===== config.mk =====
export PLATFORM = sky130hd
export DESIGN_NAME = muldiv_sequencer
export DESIGN_NICKNAME = d
export VERILOG_FILES = /design/src/rtl/muldiv_pkg.sv /design/src/rtl/muldiv_sequencer_div_step.sv /design/src/rtl/muldiv_sequencer.sv
export SDC_FILE = /design/constraint.sdc
export NUM_CORES = 2
export LEC_CHECK = 0
export BUFFER_PORTS_ARGS = -buffer_cell sky130_fd_sc_hd__buf_2
export CAP_MARGIN = 0
export CORE_MARGIN = 5
export CORE_UTILIZATION = 55
export DETAILED_ROUTE_END_ITERATION = 6
export PLACE_DENSITY = 0.81
export RECOVER_POWER = 100
export SYNTH_ARGS = -nofsm -noshare
export SYNTH_HDL_FRONTEND = slang
export SYNTH_SLANG_ARGS = --single-unit

===== constraint.sdc =====
create_clock -name CLK -period 10.3 [get_ports CLK]
set_clock_uncertainty 0.2 [all_clocks]
set_input_delay 2.06 -clock CLK [delete_from_list [all_inputs] [get_ports CLK]]
set_output_delay 2.06 -clock CLK [all_outputs]
set_load 0.02 [all_outputs]

===== src/rtl/muldiv_pkg.sv =====
// Shared op codes, state encoding and constants for the RV32M multiply/divide sequencer.
package muldiv_pkg;

   localparam logic [4:0] OP_MUL    = 5'b01010;
   localparam logic [4:0] OP_MULH   = 5'b01011;
   localparam logic [4:0] OP_MULHSU = 5'b01100;
   localparam logic [4:0] OP_MULHU  = 5'b01101;
   localparam logic [4:0] OP_DIV    = 5'b01110;
   localparam logic [4:0] OP_DIVU   = 5'b01111;
   localparam logic [4:0] OP_REM    = 5'b10000;
   localparam logic [4:0] OP_REMU   = 5'b10001;

   localparam int DIV_STEPS = 32;

   typedef enum logic [1:0] {
      S_IDLE,
      S_MUL_WAIT,
      S_DIV_ITER,
      S_FINISH
   } state_e;

   function automatic logic is_mop(input logic [4:0] op);
      return (op >= OP_MUL) && (op <= OP_REMU);
   endfunction

endpackage


===== src/rtl/muldiv_sequencer_div_step.sv =====
// One restoring-division step: shift in the next dividend bit, subtract the divisor if it fits.
module div_step (
   input  logic [31:0] rem_in,
   input  logic [31:0] quo_in,
   input  logic [31:0] divisor,
   output logic [31:0] rem_out,
   output logic [31:0] quo_out
);

   logic [32:0] shifted;
   logic [32:0] diff;
   logic        fits;

   always_comb begin
      // The dividend lives in the quotient register and is consumed MSB first.
      shifted = {rem_in, quo_in[31]};
      diff    = shifted - {1'b0, divisor};
      fits    = shifted >= {1'b0, divisor};
      rem_out = fits ? diff[31:0] : shifted[31:0];
      quo_out = {quo_in[30:0], fits};
   end

endmodule


===== src/rtl/muldiv_sequencer.sv =====
// Multi-cycle RV32M controller: fixed-latency multiply, 32-step restoring divide,
// with a pipeline STALL held until the registered DONE pulse.
module muldiv_sequencer
   import muldiv_pkg::*;
#(
   parameter int MUL_LATENCY = 2,
   parameter int WIDTH       = 32
) (
   input  logic             CLK,
   input  logic             RESET,
   input  logic             START,
   input  logic [4:0]       ALU_OPERATION,
   input  logic [WIDTH-1:0] DATA1,
   input  logic [WIDTH-1:0] DATA2,
   input  logic             FLUSH,
   output logic             STALL,
   output logic             BUSY,
   output logic             DONE,
   output logic [WIDTH-1:0] RESULT
);

   state_e      state_q, state_d;
   logic [5:0]  cnt_q, cnt_d;
   logic [4:0]  op_q, op_d;
   logic [31:0] rem_q, rem_d;
   logic [31:0] quo_q, quo_d;
   logic [31:0] dvs_q, dvs_d;
   logic        q_neg_q, q_neg_d;
   logic        r_neg_q, r_neg_d;
   logic [31:0] result_q, result_d;
   logic        done_q, done_d;

   logic        accept;
   logic        in_mul, in_sgn_div, in_is_div;
   logic [63:0] a_ext, b_ext, prod;
   logic [31:0] mul_res, a_abs, b_abs;
   logic [31:0] step_rem, step_quo;

   div_step u_div_step (
      .rem_in  (rem_q),
      .quo_in  (quo_q),
      .divisor (dvs_q),
      .rem_out (step_rem),
      .quo_out (step_quo)
   );

   always_comb begin
      accept     = (state_q == S_IDLE) & START & is_mop(ALU_OPERATION) & ~FLUSH;
      in_mul     = ALU_OPERATION <= OP_MULHU;
      in_sgn_div = (ALU_OPERATION == OP_DIV) | (ALU_OPERATION == OP_REM);
      in_is_div  = (ALU_OPERATION == OP_DIV) | (ALU_OPERATION == OP_DIVU);
      // Truncated two's-complement product is sign-agnostic once operands are extended.
      a_ext   = {{32{((ALU_OPERATION == OP_MULH) | (ALU_OPERATION == OP_MULHSU)) & DATA1[31]}}, DATA1};
      b_ext   = {{32{(ALU_OPERATION == OP_MULH) & DATA2[31]}}, DATA2};
      prod    = a_ext * b_ext;
      mul_res = (ALU_OPERATION == OP_MUL) ? prod[31:0] : prod[63:32];
      a_abs   = (in_sgn_div & DATA1[31]) ? -DATA1 : DATA1;
      b_abs   = (in_sgn_div & DATA2[31]) ? -DATA2 : DATA2;
   end

   always_comb begin
      state_d  = state_q;
      cnt_d    = cnt_q;
      op_d     = op_q;
      rem_d    = rem_q;
      quo_d    = quo_q;
      dvs_d    = dvs_q;
      q_neg_d  = q_neg_q;
      r_neg_d  = r_neg_q;
      result_d = result_q;
      done_d   = 1'b0;

      case (state_q)
         S_IDLE: begin
            if (accept) begin
               op_d = ALU_OPERATION;
               if (in_mul) begin
                  if (MUL_LATENCY == 1) begin
                     result_d = mul_res;
                     done_d   = 1'b1;
                  end else begin
                     quo_d   = mul_res;
                     cnt_d   = 6'(MUL_LATENCY - 1);
                     state_d = S_MUL_WAIT;
                  end
               end else if (DATA2 == 32'd0) begin
                  result_d = in_is_div ? 32'hFFFF_FFFF : DATA1;
                  done_d   = 1'b1;
               end else if (in_sgn_div && DATA1 == 32'h8000_0000 && DATA2 == 32'hFFFF_FFFF) begin
                  result_d = in_is_div ? 32'h8000_0000 : 32'd0;
                  done_d   = 1'b1;
               end else begin
                  rem_d   = 32'd0;
                  quo_d   = a_abs;
                  dvs_d   = b_abs;
                  q_neg_d = in_sgn_div & (DATA1[31] ^ DATA2[31]);
                  r_neg_d = in_sgn_div & DATA1[31];
                  cnt_d   = 6'd0;
                  state_d = S_DIV_ITER;
               end
            end
         end
         S_MUL_WAIT: begin
            cnt_d = cnt_q - 6'd1;
            if (cnt_q == 6'd1) begin
               result_d = quo_q;
               done_d   = 1'b1;
               state_d  = S_IDLE;
            end
         end
         S_DIV_ITER: begin
            rem_d = step_rem;
            quo_d = step_quo;
            cnt_d = cnt_q + 6'd1;
            if (cnt_q == 6'(DIV_STEPS - 1)) state_d = S_FINISH;
         end
         S_FINISH: begin
            if ((op_q == OP_DIV) || (op_q == OP_DIVU))
               result_d = q_neg_q ? -quo_q : quo_q;
            else
               result_d = r_neg_q ? -rem_q : rem_q;
            done_d  = 1'b1;
            cnt_d   = 6'd0;
            state_d = S_IDLE;
         end
         default: state_d = S_IDLE;
      endcase

      // Abort drops the operation without touching RESULT.
      if (FLUSH && state_q != S_IDLE) begin
         state_d  = S_IDLE;
         cnt_d    = 6'd0;
         result_d = result_q;
         done_d   = 1'b0;
      end
   end

   always_ff @(posedge CLK) begin
      if (RESET) begin
         state_q  <= S_IDLE;
         cnt_q    <= 6'd0;
         op_q     <= 5'd0;
         rem_q    <= 32'd0;
         quo_q    <= 32'd0;
         dvs_q    <= 32'd0;
         q_neg_q  <= 1'b0;
         r_neg_q  <= 1'b0;
         result_q <= 32'd0;
         done_q   <= 1'b0;
      end else begin
         state_q  <= state_d;
         cnt_q    <= cnt_d;
         op_q     <= op_d;
         rem_q    <= rem_d;
         quo_q    <= quo_d;
         dvs_q    <= dvs_d;
         q_neg_q  <= q_neg_d;
         r_neg_q  <= r_neg_d;
         result_q <= result_d;
         done_q   <= done_d;
      end
   end

   assign STALL  = (state_q != S_IDLE) | (START & is_mop(ALU_OPERATION) & ~FLUSH);
   assign BUSY   = state_q != S_IDLE;
   assign DONE   = done_q;
   assign RESULT = result_q;

endmodule


==> results.yml <==
timing:
  finalCriticalPeriod_ps: 9970
  timing.fmax_ghz: 0.100
  setup_viol: 0
  setup_tns_ps: 0
  finalMaxSlewViolations: 202
  post-route-period-util_pct: 96.8
  max_slew_margin_pct: -87.0
  tightest_slew_ps: 2810
  hold_violations: 0
critical_path:
  cp_slowest_cell: "fa_2"
  reg2reg_slack_ps: 4370
  r2r_start: "state_q[1]"
  crit_start: "ALU_OPERATION[1]"
  cp_data_required_time_ps: 10460
  cp-end-kind: "flip-flop"
  worstPathArrival_ps: 10120
  r2r_cells: 10
  crit_fanout: 9
  r2r-end: "RESULT[10]"
  crit_end: "quo_q[28]"
  worst-setup-path-type: "input port to flip-flop"
  crit_top_cell: "fa_1"
  slowest_delay_ps: 670
  crit_path_start_kind: "input port"
logic_synthesis:
  yosys_warnings: 0
  synth_area_per_cell_sq_um: 8.42
  ys_ff_latch: 143
  ys_seq_area_share_pct: 5.76
  ys_types: 93
  synthArstFlopShare_pct: 0
  yosysTopAreaCell: "fa_1"
  synth_edf_count: 0
  synthesis.nets: 7357
  synth_most_common_cell: "inv_1"
  syn-cell-area_sq_um: 49700
  synth_cells: 5905
  synth_top_area_share_pct: 45.3
  synth_common_cells: "inv_1, fa_1, nand2_1, and2_1, clkbuf_1"
  synth_ff_type: "dfxtp_1"
  synth_area_leaders: "fa_1, inv_1, nand2_1"
placement:
  portBuffers: 107
  placed_area_sq_um: 52300
  dp_hpwl_mm: 129
  gp_congestion: 1.02
  dp_cells: 7042
clocking:
  cts.sinks: 143
  cts_tree: "yes"
  clockRootBuffer: "clkbuf_16"
  cts_buffer_depth: 2
  cts.htree.levels: 4
  cts_buffers: 17
  clk_latency_ps: 450
  cts_hold_buf: 0
  clkTransAtPathRegs_ps: 70
grt:
  grt_use_total_pct: 32.2
  grt_pass1_wl_mm: 248
  grt_pass1_vias: 44100
  use_met3_pct: 7.81
  overflow: 0
  grt_max_degree: 65
  grt_util_met1_pct: 42.1
  antenna_found_initial: 12
  use_met2_pct: 50.6
  busiest_layer: "met2"
worst_hold_path:
  hp-class: "flip-flop to flip-flop"
  hp-start: "op_q[2]"
cells_and_area:
  drive_gt1_share_pct: 6.44
  syn2layout_area_growth_pct: 6.22
  stdcell_count: 7083
  fin_util_pct: 58.8
  finish.instance_area_sq_um: 52800
  nets: 7342
floorplanning:
  die_y_um: 311
  io_pins: 108
  initial_core_util_pct: 55.3
  core_area_sq_um: 89900
  die_w_um: 311
  die_area_sq_um: 96600
  num_rows: 110
drt:
  vias: 41700
  ant_nets: 0
  drc: 0
  avgRoutedWirePerCell_um: 22.0
  dr.pass1.iters: 6
  post_drt_via_cell_ratio: 5.88
  wl_mm: 156
  drt_first_iter_violations: 4168
outcome:
  status: "complete, but fails checks"
  violations: "capacitance limit, slew limit"
flow_run:
  maxCapViolCount: 6
## state kept, by name, indices dropped and copies added (netlist names)
signal	count
quo_q	32
q_neg_q	1
cnt_q	6
DONE	1
rem_q	32
state_q	2
dvs_q	32
RESULT	32
op_q	4
r_neg_q	1
## through the flow
stage          worst slack [ps]  hold slack, ps
2_1_floorplan              5.38             245
3_3_place_gp               37.9             259
3_5_place_dp              -67.1             264
4_1_cts                     350             274
5_1_grt                   -9.60             298
6_report                    334             275
## kinds of logic (layout without fill, tap and decap cells)
logic type | after synthesis | in the layout | synth area share, %
adder cells (fa/ha/maj) | 1379 | 1379 | 51.7
multiplexers | 19 | 19 | 0.390
flip-flops | 143 | 143 | 5.76
AND/OR/NAND/NOR | 1783 | 1784 | 16.5
XOR/XNOR | 185 | 185 | 3.26
buffers and inverters | 1629 | 1626 | 12.4
other | 0 | 4 | 0
AO/OA/AOI/OAI | 767 | 767 | 10.1
## worst max-delay path: cells and delay by family
family | cells | cell delay, ps
adder cells (fa/ha/maj) | 9 | 4520
AND/OR/NAND/NOR | 8 | 1400
AO/OA/AOI/OAI | 5 | 1240
buffers and inverters | 8 | 870
## repair_timing
action | in CTS | in global routing
gates resized for setup | 0 | 7
endpoints found under the setup margin | 0 | 3
buffers inserted | 0 | 4
endpoints found under the hold margin | 0 | 0
## cells in the final DEF, fill, tap and decap left out, types with 12 or more instances in the layout
| master | count |
|---|---|
| a31oi_1 | 20 |
| a211oi_1 | 61 |
| a21o_1 | 42 |
| o21bai_1 | 12 |
| dfxtp_1 | 143 |
| a221oi_1 | 15 |
| o21a_1 | 20 |
| a21oi_1 | 208 |
| o21ai_0 | 167 |
| fa_1 | 1121 |
| nand4_1 | 30 |
| buf_2 | 70 |
| o31ai_1 | 28 |
| xor2_1 | 83 |
| clkbuf_16 | 17 |
| o22ai_1 | 18 |
| nand2_1 | 950 |
| and2_1 | 290 |
| xnor2_1 | 102 |
| nor2_1 | 241 |
| o41ai_1 | 16 |
| a22oi_1 | 24 |
| nand3_1 | 42 |
| ha_1 | 253 |
| clkbuf_1 | 42 |
| nor4_1 | 18 |
| mux2i_1 | 16 |
| nor3_1 | 52 |
| o211ai_1 | 27 |
| nand2b_1 | 23 |
| buf_12 | 18 |
| or3_1 | 30 |
| inv_1 | 1245 |
| a311oi_1 | 14 |
| or4_1 | 21 |
| and3_1 | 21 |
| buf_4 | 213 |
## per-layer routing
metal	up-vias	wire length [um]
met2	2389	69600
met5	-	70
met3	518	17700
met4	12	9850
li1	17900	-
met1	20800	58400
## worst min path at each step
stage                   end  slack, ps  cells after the start
floorplan           op_q[3]        250                      2
detailed placement  op_q[2]        260                      2
finish              op_q[2]        280                      2
CTS                 op_q[2]        270                      2
global route        op_q[3]        300                      2
global placement    op_q[1]        260                      2
## area by class of cell
| cell class | instances | area, sq um |
|---|---|---|
| antenna | 4 | 10.0 |
| sequential | 143 | 2860 |
| timing repair buffer | 345 | 2480 |
| tap | 1176 | 1470 |
| clock buffer | 17 | 425 |
| fill | 7796 | 37000 |
| clock inverter | 15 | 144 |
| inverter | 1249 | 4690 |
| multi-input combinational | 4134 | 40700 |
Power is left out: the tool's default activity adds up to more than one toggle a clock period on the data nets, which glitch-free logic cannot reach.
